<file path="config.mk">
export PLATFORM = sky130hd
export DESIGN_NAME = decode_stage_flat
export DESIGN_NICKNAME = d
export VERILOG_FILES = /design/src/rtl/decode_stage_if.sv /design/src/rtl/decode_stage.sv /design/src/flat_wrapper.sv
export SDC_FILE = /design/constraint.sdc
export NUM_CORES = 1
export LEC_CHECK = 0
export ABC_AREA = 1
export BUFFER_PORTS_ARGS = -buffer_cell sky130_fd_sc_hd__buf_2
export CORE_MARGIN = 4
export CORE_UTILIZATION = 45
export DETAILED_ROUTE_END_ITERATION = 16
export PLACE_DENSITY = 0.68
export SYNTH_ARGS = -nofsm -noshare
export SYNTH_HDL_FRONTEND = slang
export SYNTH_SLANG_ARGS = --single-unit
</file>
<file path="constraint.sdc">
create_clock -name clk -period 1.81 [get_ports clk]
set_input_delay 0.181 -clock clk [delete_from_list [all_inputs] [get_ports clk]]
set_output_delay 0.181 -clock clk [all_outputs]
set_load 0.01 [all_outputs]
</file>
<file path="src/rtl/decode_stage_if.sv">
// decode_stage_if: fetch-side and execute-side handshake bundle for decode_stage
// master: fetch/execute environment; slave: the decode stage.
// flush, in_valid/in_ready/in_inst/in_pc, out_valid/out_ready/out_pc,
// decoded fields opcode/rs1/rs2/rd/func3/func7/func12, imm and decode flags.
interface decode_stage_if #(
  parameter int XLEN = 32
);
  logic            flush;
  logic            in_valid;
  logic            in_ready;
  logic [31:0]     in_inst;
  logic [XLEN-1:0] in_pc;
  logic            out_valid;
  logic            out_ready;
  logic [XLEN-1:0] out_pc;
  logic [4:0]      opcode;
  logic [4:0]      rs1;
  logic [4:0]      rs2;
  logic [4:0]      rd;
  logic [2:0]      func3;
  logic [6:0]      func7;
  logic [11:0]     func12;
  logic [XLEN-1:0] imm;
  logic            ecall;
  logic            ebreak;
  logic            mret;
  logic            branch;
  logic            invalid;
  modport master (
    output flush, in_valid, in_inst, in_pc, out_ready,
    input  in_ready, out_valid, out_pc, opcode, rs1, rs2, rd, func3, func7, func12,
           imm, ecall, ebreak, mret, branch, invalid
  );
  modport slave (
    input  flush, in_valid, in_inst, in_pc, out_ready,
    output in_ready, out_valid, out_pc, opcode, rs1, rs2, rd, func3, func7, func12,
           imm, ecall, ebreak, mret, branch, invalid
  );
endinterface

</file>
<file path="src/rtl/decode_stage.sv">
// decode_stage: registered RV32I/RV64I decoder with a 2-entry skid buffer
// clk, reset (synchronous, active-high); bus (slave) carries flush, the fetch beat
// in_valid/in_ready/in_inst/in_pc and the decoded execute beat out_valid/out_ready/
// out_pc, opcode/rs1/rs2/rd/func3/func7/func12, imm, ecall/ebreak/mret/branch/invalid.
module decode_stage #(
  parameter int XLEN     = 32,
  parameter bit ENABLE_M = 1'b1
) (
  input logic           clk,
  input logic           reset,
  decode_stage_if.slave bus
);
  typedef struct packed {
    logic [XLEN-1:0] pc;
    logic [31:2]     inst;
    logic [XLEN-1:0] imm;
    logic            ecall;
    logic            ebreak;
    logic            mret;
    logic            branch;
    logic            invalid;
  } beat_t;
  // bit n set = major opcode n is legal; RV64 adds OP-IMM-32 (6) and OP-32 (14)
  localparam logic [31:0] LEGAL_OPS = (XLEN == 64) ? 32'h1B00_7179 : 32'h1B00_3139;
  logic [31:0] i;
  logic [4:0]  op;
  logic [2:0]  f3;
  logic [6:0]  f7;
  logic        r_type;
  logic        sys;
  logic        bad;
  beat_t       dec;
  beat_t       out_q, out_d, skid_q, skid_d;
  logic        out_v_q, out_v_d, skid_v_q, skid_v_d;
  logic        acc, xfer, held;
  assign i  = bus.in_inst;
  assign op = i[6:2];
  assign f3 = i[14:12];
  assign f7 = i[31:25];
  always_comb begin
    r_type = op == 5'b01100 || (XLEN == 64 && op == 5'b01110);
    bad = i[1:0] != 2'b11 || !LEGAL_OPS[op]
      || (r_type && !(f7 == 7'h00 || f7 == 7'h20 || (ENABLE_M && f7 == 7'h01)))
      || (r_type && f7 == 7'h20 && !(f3 == 3'b000 || f3 == 3'b101))
      || (op == 5'b11000 && f3[2:1] == 2'b01)
      || (op == 5'b11001 && f3 != 3'b000);
    sys = !bad && op == 5'b11100 && f3 == 3'b000;
    dec.pc = bus.in_pc;
    dec.inst = i[31:2];
    dec.imm = (op inside {5'b00000, 5'b00100, 5'b11001, 5'b00110}) ? XLEN'($signed(i[31:20]))
      : op == 5'b01000 ? XLEN'($signed({i[31:25], i[11:7]}))
      : op == 5'b11000 ? XLEN'($signed({i[31], i[7], i[30:25], i[11:8], 1'b0}))
      : (op == 5'b01101 || op == 5'b00101) ? XLEN'($signed({i[31:12], 12'h000}))
      : op == 5'b11011 ? XLEN'($signed({i[31], i[19:12], i[20], i[30:21], 1'b0}))
      : op == 5'b11100 ? XLEN'(i[19:15])
      : '0;
    dec.ecall = sys && f7 == 7'h00 && i[24:20] == 5'd0;
    dec.ebreak = sys && f7 == 7'h00 && i[24:20] == 5'd1;
    dec.mret = sys && f7 == 7'h18 && i[24:20] == 5'd2;
    dec.branch = !bad && (op inside {5'b11011, 5'b11001, 5'b11000});
    dec.invalid = bad;
  end
  assign bus.in_ready = !skid_v_q && !reset;
  assign acc  = bus.in_valid && bus.in_ready;
  assign xfer = out_v_q && bus.out_ready;
  // out reg still occupied after this edge, so an accepted beat must go to the skid
  assign held = xfer ? skid_v_q : out_v_q;
  always_comb begin
    out_v_d  = !bus.flush && (acc || held);
    skid_v_d = !bus.flush && (acc ? held : skid_v_q && !xfer);
    out_d    = (acc && !held) ? dec : (xfer && skid_v_q) ? skid_q : out_q;
    skid_d   = (acc && held) ? dec : skid_q;
  end
  always_ff @(posedge clk) begin
    if (reset) begin
      out_v_q  <= 1'b0;
      skid_v_q <= 1'b0;
      out_q    <= '0;
      skid_q   <= '0;
    end else begin
      out_v_q  <= out_v_d;
      skid_v_q <= skid_v_d;
      out_q    <= out_d;
      skid_q   <= skid_d;
    end
  end
  assign bus.out_valid = out_v_q;
  assign bus.out_pc    = out_q.pc;
  assign bus.opcode    = out_q.inst[6:2];
  assign bus.rs1       = out_q.inst[19:15];
  assign bus.rs2       = out_q.inst[24:20];
  assign bus.rd        = out_q.inst[11:7];
  assign bus.func3     = out_q.inst[14:12];
  assign bus.func7     = out_q.inst[31:25];
  assign bus.func12    = out_q.inst[31:20];
  assign bus.imm       = out_q.imm;
  assign bus.ecall     = out_q.ecall;
  assign bus.ebreak    = out_q.ebreak;
  assign bus.mret      = out_q.mret;
  assign bus.branch    = out_q.branch;
  assign bus.invalid   = out_q.invalid;
endmodule

</file>
<file path="src/flat_wrapper.sv">
// flat-port wrapper written by rule: the top's interface ports become plain ports
module decode_stage_flat 
#(
  parameter int XLEN     = 32,
  parameter bit ENABLE_M = 1'b1
)
  (clk, reset, bus_flush, bus_in_valid, bus_in_inst, bus_in_pc, bus_out_ready, bus_in_ready, bus_out_valid, bus_out_pc, bus_opcode, bus_rs1, bus_rs2, bus_rd, bus_func3, bus_func7, bus_func12, bus_imm, bus_ecall, bus_ebreak, bus_mret, bus_branch, bus_invalid);
  decode_stage_if #(.XLEN(XLEN)) bus_i ();
  input logic clk;
  input logic reset;
  input wire logic [$bits(bus_i.flush)-1:0] bus_flush;
  input wire logic [$bits(bus_i.in_valid)-1:0] bus_in_valid;
  input wire logic [$bits(bus_i.in_inst)-1:0] bus_in_inst;
  input wire logic [$bits(bus_i.in_pc)-1:0] bus_in_pc;
  input wire logic [$bits(bus_i.out_ready)-1:0] bus_out_ready;
  output wire logic [$bits(bus_i.in_ready)-1:0] bus_in_ready;
  output wire logic [$bits(bus_i.out_valid)-1:0] bus_out_valid;
  output wire logic [$bits(bus_i.out_pc)-1:0] bus_out_pc;
  output wire logic [$bits(bus_i.opcode)-1:0] bus_opcode;
  output wire logic [$bits(bus_i.rs1)-1:0] bus_rs1;
  output wire logic [$bits(bus_i.rs2)-1:0] bus_rs2;
  output wire logic [$bits(bus_i.rd)-1:0] bus_rd;
  output wire logic [$bits(bus_i.func3)-1:0] bus_func3;
  output wire logic [$bits(bus_i.func7)-1:0] bus_func7;
  output wire logic [$bits(bus_i.func12)-1:0] bus_func12;
  output wire logic [$bits(bus_i.imm)-1:0] bus_imm;
  output wire logic [$bits(bus_i.ecall)-1:0] bus_ecall;
  output wire logic [$bits(bus_i.ebreak)-1:0] bus_ebreak;
  output wire logic [$bits(bus_i.mret)-1:0] bus_mret;
  output wire logic [$bits(bus_i.branch)-1:0] bus_branch;
  output wire logic [$bits(bus_i.invalid)-1:0] bus_invalid;
  assign bus_i.flush = bus_flush;
  assign bus_i.in_valid = bus_in_valid;
  assign bus_i.in_inst = bus_in_inst;
  assign bus_i.in_pc = bus_in_pc;
  assign bus_i.out_ready = bus_out_ready;
  assign bus_in_ready = bus_i.in_ready;
  assign bus_out_valid = bus_i.out_valid;
  assign bus_out_pc = bus_i.out_pc;
  assign bus_opcode = bus_i.opcode;
  assign bus_rs1 = bus_i.rs1;
  assign bus_rs2 = bus_i.rs2;
  assign bus_rd = bus_i.rd;
  assign bus_func3 = bus_i.func3;
  assign bus_func7 = bus_i.func7;
  assign bus_func12 = bus_i.func12;
  assign bus_imm = bus_i.imm;
  assign bus_ecall = bus_i.ecall;
  assign bus_ebreak = bus_i.ebreak;
  assign bus_mret = bus_i.mret;
  assign bus_branch = bus_i.branch;
  assign bus_invalid = bus_i.invalid;
  decode_stage #(.XLEN(XLEN), .ENABLE_M(ENABLE_M)) u_core (.clk(clk), .reset(reset), .bus(bus_i));
endmodule
</file>
==> metrics.md <==
| Metric | Value |
|---|---|
| Layout area overhead | `25.1%` |
| HP Start | `bus_in_pc[11]` |
| Routed Wire Length | `25.4 mm` |
| Sw Ratio | `0.267` |
| Crit. End Element | `register` |
| Synth area leader | `dfxtp_1` |
| Lkg Pwr | `5.01 nW` |
| GP Congestion | `0.867` |
| Initial antenna violation count | `0` |
| Crit path buffers/inverters | `5` |
| TritonCTS clock tree | `done` |
| HPWL after DPL | `16.7 mm` |
| Vias | `8517` |
| Initial DRT Pass Iterations | `5` |
| CP peak stage delay | `0.37 ns` |
| Cell with the most instances after synthesis | `nand2_1` |
| Max_cap viols | `0` |
| Port buffer count | `181` |
| Clock root cell | `clkbuf_16` |
| Synthesized flop and latch total | `200` |
| Synthesized area | `8540 sq um` |
| CTS clk-pin slew, worst paths | `0.07 ns` |
| Starting Density | `0.457` |
| Largest net degree at the start of global routing | `97` |
| Storage cell area | `4010 sq um` |
| Die area | `21200 sq um` |
| Worst path top cell family by delay | `buffers and inverters` |
| DRT antenna net count | `0` |
| Final Power | `9.34 mW` |
| Syn_nets | `1278` |
| Most used DFF post-synth | `dfxtp_1` |
| Num CTS Buffers | `17` |
| Layout Cells excl Fill | `1640` |
| Hold Path Class | `primary input to register` |
| Synth Warn # | `0` |
| Hold slack | `0.0204 ns` |
| Combinational power share | `0.114` |
| VDD IR-drop max | `0.691 mV` |
| Io pins | `182` |
| Cells after synthesis | `1205` |
| PnR worst setup slack | `0.125 ns` |
| Clock Latency Late Sink | `0.43 ns` |
| First-pass GRT wire length | `41.4 mm` |
| Clock buffer depth | `2` |
| Row Count | `50` |
| GR Util All Layers | `0.235` |
| DR WL/cell | `15.5 um` |
| Outcome | `finished, final reports clean` |
| GRT overflow | `0` |
| Register share of total power | `0.495` |
| WP data required | `2.16 ns` |
| Number of DRC markers in iteration 0 | `540` |
| Worst Tran Pin Value | `0.745 ns` |
| Clk sinks | `200` |
| Layout cells sized above 1 | `0.197` |
| # DRC | `0` |
| Max H-tree Level | `4` |
| Most common cell on crit path | `nor2_4` |
| Register area share after synthesis | `0.469` |
| Synth top area cells | `dfxtp_1 47%, nand2_1 13%, nor2_1 7.3%` |
| Post-synth EDFFs | `0` |
| Horiz. Die Dim | `146 um` |
| Psw | `2.50 mW` |
| Setup slack, reg-to-reg | `0.12 ns` |
| Maximum clock rate | `0.593 GHz` |
| Chip height | `146 um` |
| WS Path Type | `register to register` |
| Final #Nets | `1465` |
| Setup crit start | `u_core.skid_v_q` |
| Internal power | `6.84 mW` |
| R2R depth | `11` |
| Worst slack, placed | `-0.150 ns` |
| Period utilisation layout | `0.931` |
| Clock share of power | `0.391` |
| Power per cell area | `874 nW/um^2` |
| Final hold violations | `0` |
| Top-area cell type share of the netlist area | `0.469` |
| Worst Clk Skew | `0.00588 ns` |
| Reg-to-reg endpoint | `u_core.bus.out_pc[6]` |
| Unrepaired setup endpoints after global routing | `false` |
| CP max FO | `16` |
| Final core occ | `0.571` |
| Max Slew Vio Count | `0` |
| Vias in the first global route | `7923` |
| Crit path time final | `1.69 ns` |
| Hold Path Stages | `3` |
| # placed instances | `1573` |
| Slowest-stage cell, CP | `dfxtp_1` |
| Critical-path cell list | `inv_2 -> nor2_4 -> inv_2 -> nand2_2 -> nor2_4 -> buf_12 -> nor2_4 -> buf_6 -> buf_8 -> nand2_1 -> a31oi_1` |
| Top cells by count, synth | `303 x nand2_1, 200 x dfxtp_1, 166 x nor2_1, 106 x o21ai_0, 95 x inv_1` |
| Fillers | `1742` |
| End of the worst hold path | `u_core.skid_q[78]` |
| Crit start category | `register` |
| Avg Cell Area, Syn | `7.09 sq um` |
| Endpoints failing setup | `0` |
| Core area | `18700 sq um` |
| Worst Path Arrival | `2.04 ns` |
| DR vias/cell | `5.19` |
| Synth unique cells | `28` |
| Max_slew headroom | `0.501` |
| Area occupied by multi-input gates | `3740 sq um` |
| Async SR Flop Fraction | `0` |
| R2r startpoint | `u_core.skid_v_q` |
==> power by group through the flow <==
stage / registers (mW) / clock network (mW) / logic [mW]
after floorplan: 4.76 / 0 / 0.495
after global placement: 4.72 / 0 / 0.977
after detailed placement: 4.72 / 0 / 0.987
after CTS: 4.62 / 3.73 / 1.04
after global routing: 4.64 / 3.90 / 1.17
final: 4.62 / 3.65 / 1.06
==> layout by cell type (no fill, tap or decap), drive strengths merged <==
| master | n |
|---|---|
| a211oi | 2 |
| a21oi | 74 |
| a221oi | 7 |
| a22o | 1 |
| a31oi | 57 |
| buf | 223 |
| clkbuf | 19 |
| clkinv | 6 |
| clkinvlp | 3 |
| dfxtp | 200 |
| diode | 1 |
| dlygate4sd3 | 32 |
| ha | 4 |
| inv | 106 |
| nand2 | 308 |
| nand3 | 40 |
| nand4 | 4 |
| nor2 | 171 |
| nor3 | 8 |
| nor4 | 1 |
| o211ai | 18 |
| o21ai | 119 |
| o21bai | 2 |
==> metal layers <==
metal,GRT usage,up-vias,wire [um]
met2,0.360,270,11400
met3,0.0526,37,1750
met5,0,-,0
met4,0.0769,0,483
met1,0.331,3946,11800
li1,-,4264,-
==> worst min-delay path, delay by kind of cell <==
| family | cells | cell delay (ns) |
|---|---|---|
| simple gates | 2 | 0.13 |
| buf+inv | 1 | 0.10 |
==> kinds of logic (layout without fill, tap and decap cells) <==
logic type      after synthesis  after routing  share of synthesized area
other cells                   0              1                          0
simple gates                532            532                      0.248
buf+inv                     189            389                     0.0947
flops                       200            200                      0.469
fa+ha+maj                     4              4                    0.00586
compound gates              280            280                      0.182
==> per-stage QoR <==
stage	instance area, sq um	TNS (ns)
after floorplan	8540	0
after global placement	9740	-1.14
after detailed placement	9740	-1.50
after CTS	10600	0
after global routing	10700	0
final	10700	0
==> worst max-delay path by stage <==
stage	to	slack [ns]	cells past startpoint
final	u_core.bus.out_pc[6]	0.12	11
after global routing	u_core.skid_q[18]	0.0001	11
after CTS	u_core.bus.out_pc[31]	0.06	10
after detailed placement	u_core.bus.imm[31]	-0.15	11
after global placement	u_core.bus.imm[31]	-0.13	11
after floorplan	u_core.skid_q[34]	0.15	11
==> area by class of cell <==
class,count,area share
Antenna cell,1,0.000234
Clock buffer,19,0.0424
Clock inverter,13,0.0109
Inverter,102,0.0358
Multi-Input combinational cell,816,0.350
Sequential cell,200,0.375
Tap cell,234,0.0274
Timing Repair Buffer,255,0.159
==> registers in the layout, indices dropped and copies added (netlist names), 3 cells and up <==
| signal | count |
|---|---|
| u_core.bus.func12 | 12 |
| u_core.bus.func3 | 3 |
| u_core.bus.imm | 32 |
| u_core.bus.opcode | 5 |
| u_core.bus.out_pc | 32 |
| u_core.bus.rd | 5 |
| u_core.bus.rs1 | 5 |
| u_core.skid_q | 99 |
==> repair_timing <==
| item | CTS | global route |
|---|---|---|
| setup buffers | 0 | 2 |
| hold buffers | 32 | 0 |
| endpoints found under the setup margin | 0 | 76 |
| hold endpoints to repair | 33 | 0 |
| resized for setup | 0 | 9 |
(Power assumes the default switching activity.)
